<file path="src/rtl/move_io_sequencer_pkg.sv">
// Shared opcode constants and control-step encodings for the move/port sequencer
// and the future full control unit.
package move_io_sequencer_pkg;

  // Encodings are visible on t_state, so values are fixed.
  typedef enum logic [2:0] {
    StIdle   = 3'd0,
    StT0     = 3'd1,
    StT1     = 3'd2,
    StT2     = 3'd3,
    StT3     = 3'd4,
    StHalted = 3'd7
  } step_e;

  localparam int unsigned OpMfhiDef = 5'b11000;
  localparam int unsigned OpMfloDef = 5'b11001;
  localparam int unsigned OpInDef   = 5'b10110;
  localparam int unsigned OpOutDef  = 5'b10111;
  localparam int unsigned OpNopDef  = 5'b11010;
  localparam int unsigned OpHaltDef = 5'b11011;

endpackage

</file>
<file path="src/rtl/move_io_sequencer_step_timer.sv">
// Per-step hold counter: restarts on step entry, saturates on the step's final cycle.
module move_io_sequencer_step_timer #(
  parameter int unsigned StepHold = 1
) (
  input  logic clk_i,
  input  logic rst_ni,
  input  logic restart_i,
  output logic final_o
);

  localparam int unsigned CntW = $clog2(StepHold) + 1;
  localparam logic [CntW-1:0] Last = CntW'(StepHold - 1);

  logic [CntW-1:0] cnt_q, cnt_d;

  always_comb begin
    cnt_d = cnt_q;
    if (restart_i) begin
      cnt_d = '0;
    end else if (cnt_q != Last) begin
      cnt_d = cnt_q + CntW'(1);
    end
  end

  always_ff @(posedge clk_i or negedge rst_ni) begin
    if (!rst_ni) begin
      cnt_q <= '0;
    end else begin
      cnt_q <= cnt_d;
    end
  end

  assign final_o = (cnt_q == Last);

endmodule

</file>
<file path="src/rtl/move_io_sequencer.sv">
// Control-step sequencer: fetch in T0-T2, then T3 execute for mfhi/mflo/in/out/nop/halt.
module move_io_sequencer
  import move_io_sequencer_pkg::*;
#(
  parameter int unsigned OPW       = 5,
  parameter int unsigned STEP_HOLD = 1,
  parameter int unsigned OP_MFHI   = OpMfhiDef,
  parameter int unsigned OP_MFLO   = OpMfloDef,
  parameter int unsigned OP_IN     = OpInDef,
  parameter int unsigned OP_OUT    = OpOutDef,
  parameter int unsigned OP_NOP    = OpNopDef,
  parameter int unsigned OP_HALT   = OpHaltDef
) (
  input  logic           clk,
  input  logic           clr,
  input  logic           run,
  input  logic [OPW-1:0] opcode_in,
  input  logic           mem_rdy,
  output logic           PCout,
  output logic           ZLowOut,
  output logic           MDRout,
  output logic           HIout,
  output logic           LOout,
  output logic           InPortOut,
  output logic           Gra,
  output logic           Rout,
  output logic           MARin,
  output logic           Zin,
  output logic           incPC,
  output logic           PCin,
  output logic           MDRin,
  output logic           IRin,
  output logic           Rin,
  output logic           OutPortIn,
  output logic           read,
  output logic [2:0]     t_state,
  output logic           done,
  output logic           illegal,
  output logic           halted
);

  localparam logic [OPW-1:0] OpMfhi = OPW'(OP_MFHI);
  localparam logic [OPW-1:0] OpMflo = OPW'(OP_MFLO);
  localparam logic [OPW-1:0] OpIn   = OPW'(OP_IN);
  localparam logic [OPW-1:0] OpOut  = OPW'(OP_OUT);
  localparam logic [OPW-1:0] OpNop  = OPW'(OP_NOP);
  localparam logic [OPW-1:0] OpHalt = OPW'(OP_HALT);

  step_e state_q, state_d;
  logic  step_final;
  logic  restart;

  logic is_mfhi, is_mflo, is_in, is_out, is_nop, is_halt;

  assign is_mfhi = (opcode_in == OpMfhi);
  assign is_mflo = (opcode_in == OpMflo);
  assign is_in   = (opcode_in == OpIn);
  assign is_out  = (opcode_in == OpOut);
  assign is_nop  = (opcode_in == OpNop);
  assign is_halt = (opcode_in == OpHalt);

  // Any state change is a step entry, including T3 -> T0 back-to-back.
  assign restart = (state_d != state_q);

  move_io_sequencer_step_timer #(
    .StepHold(STEP_HOLD)
  ) u_step_timer (
    .clk_i    (clk),
    .rst_ni   (clr),
    .restart_i(restart),
    .final_o  (step_final)
  );

  always_ff @(posedge clk or negedge clr) begin
    if (!clr) begin
      state_q <= StIdle;
    end else begin
      state_q <= state_d;
    end
  end

  // Drive/select controls follow the state for the whole step; load strobes
  // fire only in the step's final cycle.
  always_comb begin
    state_d   = state_q;
    PCout     = 1'b0;
    ZLowOut   = 1'b0;
    MDRout    = 1'b0;
    HIout     = 1'b0;
    LOout     = 1'b0;
    InPortOut = 1'b0;
    Gra       = 1'b0;
    Rout      = 1'b0;
    MARin     = 1'b0;
    Zin       = 1'b0;
    incPC     = 1'b0;
    PCin      = 1'b0;
    MDRin     = 1'b0;
    IRin      = 1'b0;
    Rin       = 1'b0;
    OutPortIn = 1'b0;
    read      = 1'b0;
    done      = 1'b0;
    illegal   = 1'b0;
    halted    = 1'b0;

    unique case (state_q)
      StIdle: begin
        if (run) state_d = StT0;
      end
      StT0: begin
        PCout = 1'b1;
        if (step_final) begin
          MARin   = 1'b1;
          incPC   = 1'b1;
          Zin     = 1'b1;
          state_d = StT1;
        end
      end
      StT1: begin
        ZLowOut = 1'b1;
        read    = 1'b1;
        // Memory wait stretches the step; the counter sits saturated meanwhile.
        if (step_final && mem_rdy) begin
          PCin    = 1'b1;
          MDRin   = 1'b1;
          state_d = StT2;
        end
      end
      StT2: begin
        MDRout = 1'b1;
        if (step_final) begin
          IRin    = 1'b1;
          state_d = StT3;
        end
      end
      StT3: begin
        if (is_mfhi) begin
          HIout = 1'b1;
          Gra   = 1'b1;
          Rin   = step_final;
        end else if (is_mflo) begin
          LOout = 1'b1;
          Gra   = 1'b1;
          Rin   = step_final;
        end else if (is_in) begin
          InPortOut = 1'b1;
          Gra       = 1'b1;
          Rin       = step_final;
        end else if (is_out) begin
          Rout      = 1'b1;
          Gra       = 1'b1;
          OutPortIn = step_final;
        end else if (!is_nop && !is_halt) begin
          illegal = step_final;
        end

        if (step_final) begin
          if (is_halt) begin
            state_d = StHalted;
          end else begin
            done    = 1'b1;
            state_d = run ? StT0 : StIdle;
          end
        end
      end
      StHalted: begin
        halted = 1'b1;
      end
      default: begin
        state_d = StIdle;
      end
    endcase
  end

  assign t_state = state_q;

endmodule
</file>
<file path="config.mk">
export PLATFORM = sky130hd
export DESIGN_NAME = move_io_sequencer
export DESIGN_NICKNAME = d
export VERILOG_FILES = /design/src/rtl/move_io_sequencer_pkg.sv /design/src/rtl/move_io_sequencer_step_timer.sv /design/src/rtl/move_io_sequencer.sv
export SDC_FILE = /design/constraint.sdc
export NUM_CORES = 1
export LEC_CHECK = 0
export ABC_AREA = 1
export CORE_MARGIN = 5
export CORE_UTILIZATION = 29
export CTS_CLUSTER_DIAMETER = 200
export DETAILED_ROUTE_END_ITERATION = 8
export GPL_ROUTABILITY_DRIVEN = 0
export MAX_ROUTING_LAYER = met4
export PLACE_DENSITY = 0.69
export SYNTH_ARGS = -nofsm -noshare
export SYNTH_HDL_FRONTEND = slang
export SYNTH_HIERARCHICAL = 1
export SYNTH_SLANG_ARGS = --single-unit
</file>
<file path="constraint.sdc">
create_clock -name clk -period 1.15 [get_ports clk]
set_clock_uncertainty 0.2 [all_clocks]
set_input_delay 0.115 -clock clk [delete_from_list [all_inputs] [get_ports clk]]
set_output_delay 0.115 -clock clk [all_outputs]
set_load 0.01 [all_outputs]
</file>
==> flow_summary.ini, run 1 <==
[critical_path]
worstPathMaxFanout = 8
crit_path_end_kind = primary output
critical_path_arrival_ns = 1.37
worstPathRequired_ns = 0.83
cp_num_buf_inv = 2
max_stage_delay_ns = 0.43
crit_top_cell = nor2_4
worstSetupStartpointType = flop
path_cells = nor2_4 > nand2_4 > nor2_4 > inv_2 > nor3_2 > buf_2
critPathSlowestCell = dfrtp_2
path_delay_family = simple AND/OR/NAND/NOR gates
crit_type = flop to primary output

[clocking]
htreeDepth = 1
cts_max_path_buffers = 2
cts-root-buf = clkbuf_4
clkTransAtPathRegs_ns = 0.04
cts_made_buffers = 3
tritoncts = built
cts_sinks = 3
clock_latency_ns = 0.24

[placed_design]
port_buffers = 31
dp_hpwl_um = 1250
placed_area_um2 = 873

[layout]
seq_area_um2 = 78.8
final_core_util = 0.874
final_common_cell = buf_6
antenna_cells = 0
design_area_um2 = 1150
fillers = 73
largest_register_ffs = 3
final_cell_mix = buf_6 (27), buf_4 (17), buf_2 (12)
multi_input_area_um2 = 380
num-nets-final = 148
area_growth_pct = 180
drive_above_1_share = 0.717

[global_route]
grt_pass1_wl_um = 3140
grt_max_degree = 9
grt_overflow = 0
antenna_found_initial = 0
track_usage = 0.204
first_global_vias = 735

[sta]
post-route-period-util = 1.47
drv_slew = 0
setup_ws_ns = -0.539
fmax_mhz = 592
rsz0062_at_grt = true
final_hold_viol_count = 0
finalSetupViolations = 26
min_period_ns = 1.69

[job]
drv_cap = 0

[power]
ir_drop_mv = 0.881
p_leak_nw = 0.624
powerDensity_nw_per_um2 = 2040

[floorplanning]
die_y_um = 47.7
io_pins = 32
die_area_um2 = 2270
rows = 13
initial_utilization = 0.312
core_um2 = 1320
die_x_um = 47.7

[route]
via_per_inst = 4.78
ant_nets = 0
drt_wl_total_um = 2400
dr.pass1.iters = 4
drc_errors = 0
first_iter_violations = 8
num_vias = 731
wl_per_cell_um = 15.7

[synthesis]
yosys_warnings = 6
synth_fp_nets = 83
syn_avg_cell_area_um2 = 5.56
synthCells = 74
syn_area_um2 = 412

[status]
outcome = complete, but fails checks
violations = negative setup slack

[min_path]
hold_path_class = input pin to flop
==> report_power, final <==
group	leakage, nW	internal [W]	switching (W)	total [W]
clock network	0.0150	0.000131	0.0000759	0.000207
logic	0.574	0.00103	0.000866	0.00190
registers	0.0344	0.000162	0.0000834	0.000245
==> final timing paths <==
check / from / to / slack, ns / cells past startpoint
min in group asynchronous: clr / t_state[1]$_DFF_PN0_ / 0.47 / 2
worst max-delay path: t_state[0]$_DFF_PN0_ / illegal / -0.54 / 6
worst min-delay path: opcode_in[4] / t_state[0]$_DFF_PN0_ / 0.36 / 6
max in group asynchronous: clr / t_state[2]$_DFF_PN0_ / 0.10 / 2
worst max register to register: t_state[0]$_DFF_PN0_ / t_state[1]$_DFF_PN0_ / -0.37 / 7
worst min register to register: t_state[2]$_DFF_PN0_ / t_state[2]$_DFF_PN0_ / 0.65 / 4
==> worst register-to-register path, delay by kind of cell, from the launching register on <==
family	cells	cell delay [ns]
compound gates	1	0.09
buf+inv	3	0.36
flops	1	0.43
simple gates	3	0.30
==> layout make-up <==
cell class | count | share of cell area
Clock buffer | 4 | 0.0228
Inverter | 17 | 0.0598
Multi-Input combinational cell | 49 | 0.330
Sequential cell | 3 | 0.0685
Tap cell | 15 | 0.0163
Timing Repair Buffer | 65 | 0.502
==> layer usage <==
metal	vias up	share of wire	GRT usage	wire (um)
met2	41	0.54	0.417	1300
met1	333	0.35	0.186	833
met5	-	0	-	0
met4	0	0.025	0.0645	59
met3	6	0.085	0.0338	203
li1	351	-	-	-
==> what timing repair did <==
item,CTS,global route
setup endpoints to repair,26,26
buffers inserted,12,6
pin swaps,15,11
gates resized for setup,146,15
hold endpoints to repair,3,0
hold buffers,1,0
==> per-stage QoR <==
stage	setup TNS, ns	total power (W)	hold slack (ns)	instances	setup WS, ns
3_3_place_gp	-14.90	0.00132	0.102	134	-0.856
3_5_place_dp	-15.40	0.00134	0.104	134	-0.935
2_1_floorplan	-2.12	0.000725	-0.381	74	-0.215
5_1_grt	-11.75	0.00247	0.398	153	-0.615
4_1_cts	-9.67	0.00207	0.353	150	-0.481
6_report	-10.49	0.00235	0.358	153	-0.539
Note: power is estimated with default switching activity, not from simulation.
==> run 2, diff against run 1 <==
CORE_MARGIN = default   (was 5)
CTS_BUF_LIST = sky130_fd_sc_hd__clkbuf_8 sky130_fd_sc_hd__clkbuf_16   (was default)
==> run 2 against run 1 <==
  * Worst setup slack worse by 0.012 ns
  * Critical path depth stayed put
  * Die area is 31% lower
  * Design area is 3.3% higher
  * The run still ends with negative setup slack left
  * Non-clock buffer count is 2 lower
  * Register-to-register slack worse by 0.02 ns
  * First-iteration DRC count grew to 3.5 times the previous value
  * Cell count is 1.3% lower
  * Fmax is 0.69% lower
  * Hold slack better by 0.084 ns
  * Critical path type unchanged
==> flow_summary.ini, run 2 (synthesis gave the netlist of run 1 again) <==
[route]
dr.pass1.iters = 4
ant_nets = 0
wl_met1_um = 960
met3WireLength_um = 167
num_vias = 784
wl_per_cell_um = 17.0
drt_wl_total_um = 2570
via_per_inst = 5.19
met2_length_um = 1340
drc_errors = 0
top_layer = met4
first_iter_violations = 28

[layout]
area_growth_pct = 189
fin_cells = 151
antenna_cells = 0
final_cell_mix = buf_6 (27), buf_4 (15), inv_1 (11), buf_2 (11), nand2_1 (8)
drive_above_1_share = 0.721
final_common_cell = buf_6
num-nets-final = 146
largest_register_ffs = 3

[sta]
setup_ws_ns = -0.551
rsz0062_at_grt = true
fmax_mhz = 588
post-route-period-util = 1.48
drv_slew = 0
finalSetupViolations = 26
final_hold_viol_count = 0
min_period_ns = 1.70

[clocking]
tritoncts = built
clkTransAtPathRegs_ns = 0.04
cts_made_buffers = 3
cts-root-buf = clkbuf_8
cts_sinks = 3
clock_latency_ns = 0.22
cts_max_path_buffers = 2
htreeDepth = 1

[placed_design]
dp_hpwl_um = 1010
port_buffers = 31
dp_cells = 134

[power]
p_seq_frac = 0.092
ir_drop_mv = 1.10
power_frac_comb = 0.783
sw_frac_of_total = 0.441
powerDensity_nw_per_um2 = 2120
p_leak_nw = 0.619
totalPowerFinal_w = 0.00252
internal_power_w = 0.00141
power_switching_w = 0.00111
p_clk_frac = 0.124

[global_route]
antenna_found_initial = 0
grt_overflow = 0
grt_max_degree = 9
grt_pass1_wl_um = 2790
first_global_vias = 649
track_usage = 0.284

[status]
outcome = complete, but fails checks
violations = negative setup slack

[floorplanning]
io_pins = 32
rows = 13
core_um2 = 1320
die_y_um = 39.7
initial_utilization = 0.312
die_x_um = 39.7
die_area_um2 = 1570

[critical_path]
critPathSlowestCell = dfrtp_2
worstPathRequired_ns = 0.83
crit_top_cell = nor2_4
cp_num_buf_inv = 2
worstPathMaxFanout = 8
crit_type = flop to primary output
path_cells = nor2_4 > nand2_8 > nor2_4 > inv_2 > nor3_2 > buf_2
path_delay_family = simple AND/OR/NAND/NOR gates
critical_path_arrival_ns = 1.39
max_stage_delay_ns = 0.42
crit_path_end_kind = primary output
worstSetupStartpointType = flop

[job]
drv_cap = 0

[min_path]
hold_path_class = input pin to asynchronous set/reset pin
run 2: cell types whose count changed in the layout (fill, tap and decap cells not counted), sizes merged:
| cell | change |
|---|---|
| inv | +1 |
| buf | -2 |
| clkbuf | -1 |
run 2: metrics by stage:
step / util / hold slack [ns] / cell area, um2 / setup WS (ns) / TNS [ns]
2_1_floorplan: - / -0.381 / 439 / -0.215 / -2.12
3_3_place_gp: 0.663 / 0.102 / 873 / -0.849 / -14.69
3_5_place_dp: 0.663 / 0.103 / 873 / -0.891 / -15.04
4_1_cts: 0.831 / 0.390 / 1090 / -0.448 / -8.54
5_1_grt: 0.902 / 0.450 / 1190 / -0.581 / -10.65
6_report: 0.902 / 0.443 / 1190 / -0.551 / -9.99
run 2: what timing repair did:
action                     CTS  global route
pin swaps                   13             7
hold buffers                 1             0
resized for setup          142            20
hold endpoints to repair     3             0
cloned                       0             0
setup endpoints to repair   26            26
buffers inserted            11             6
run 2: worst paths after layout:
path / end / cells past startpoint / slack (ns) / from
max in group asynchronous: t_state[2]$_DFF_PN0_ / 2 / 0.13 / clr
min reg2reg: t_state[0]$_DFF_PN0_ / 6 / 0.69 / t_state[0]$_DFF_PN0_
min in group clk: t_state[0]$_DFF_PN0_ / 5 / 0.49 / run
max: illegal / 6 / -0.55 / t_state[0]$_DFF_PN0_
min: t_state[1]$_DFF_PN0_ / 2 / 0.44 / clr
max reg2reg: t_state[0]$_DFF_PN0_ / 9 / -0.39 / t_state[0]$_DFF_PN0_
run 2: cell type report:
| cell class | instances | area (um2) |
|---|---|---|
| fill | 58 | 129 |
| tap | 15 | 18.8 |
| clock inverter | 1 | 3.75 |
| sequential | 3 | 78.8 |
| clock buffer | 3 | 41.3 |
| timing repair buffer | 63 | 578 |
| inverter | 17 | 73.8 |
| multi-input combinational | 49 | 394 |
run 2: power by group through the flow:
stage	logic (W)	registers [W]	clock network (W)
2_1_floorplan	0.000450	0.000275	0
3_3_place_gp	0.00108	0.000207	0
3_5_place_dp	0.00109	0.000208	0
4_1_cts	0.00162	0.000220	0.000296
5_1_grt	0.00207	0.000233	0.000320
6_report	0.00198	0.000233	0.000313
run 2: worst reg2reg max path, delay by kind of cell, from the launching register on:
kind / cells / cell delay, ns
buffers and inverters: 4 / 0.46
flip-flops: 1 / 0.42
AND/OR/NAND/NOR: 5 / 0.34
run 2: routing by layer:
layer | GRT usage | vias up
met5 | - | -
met4 | 0.138 | 0
met3 | 0.0398 | 12
met2 | 0.533 | 62
met1 | 0.282 | 359
li1 | - | 351
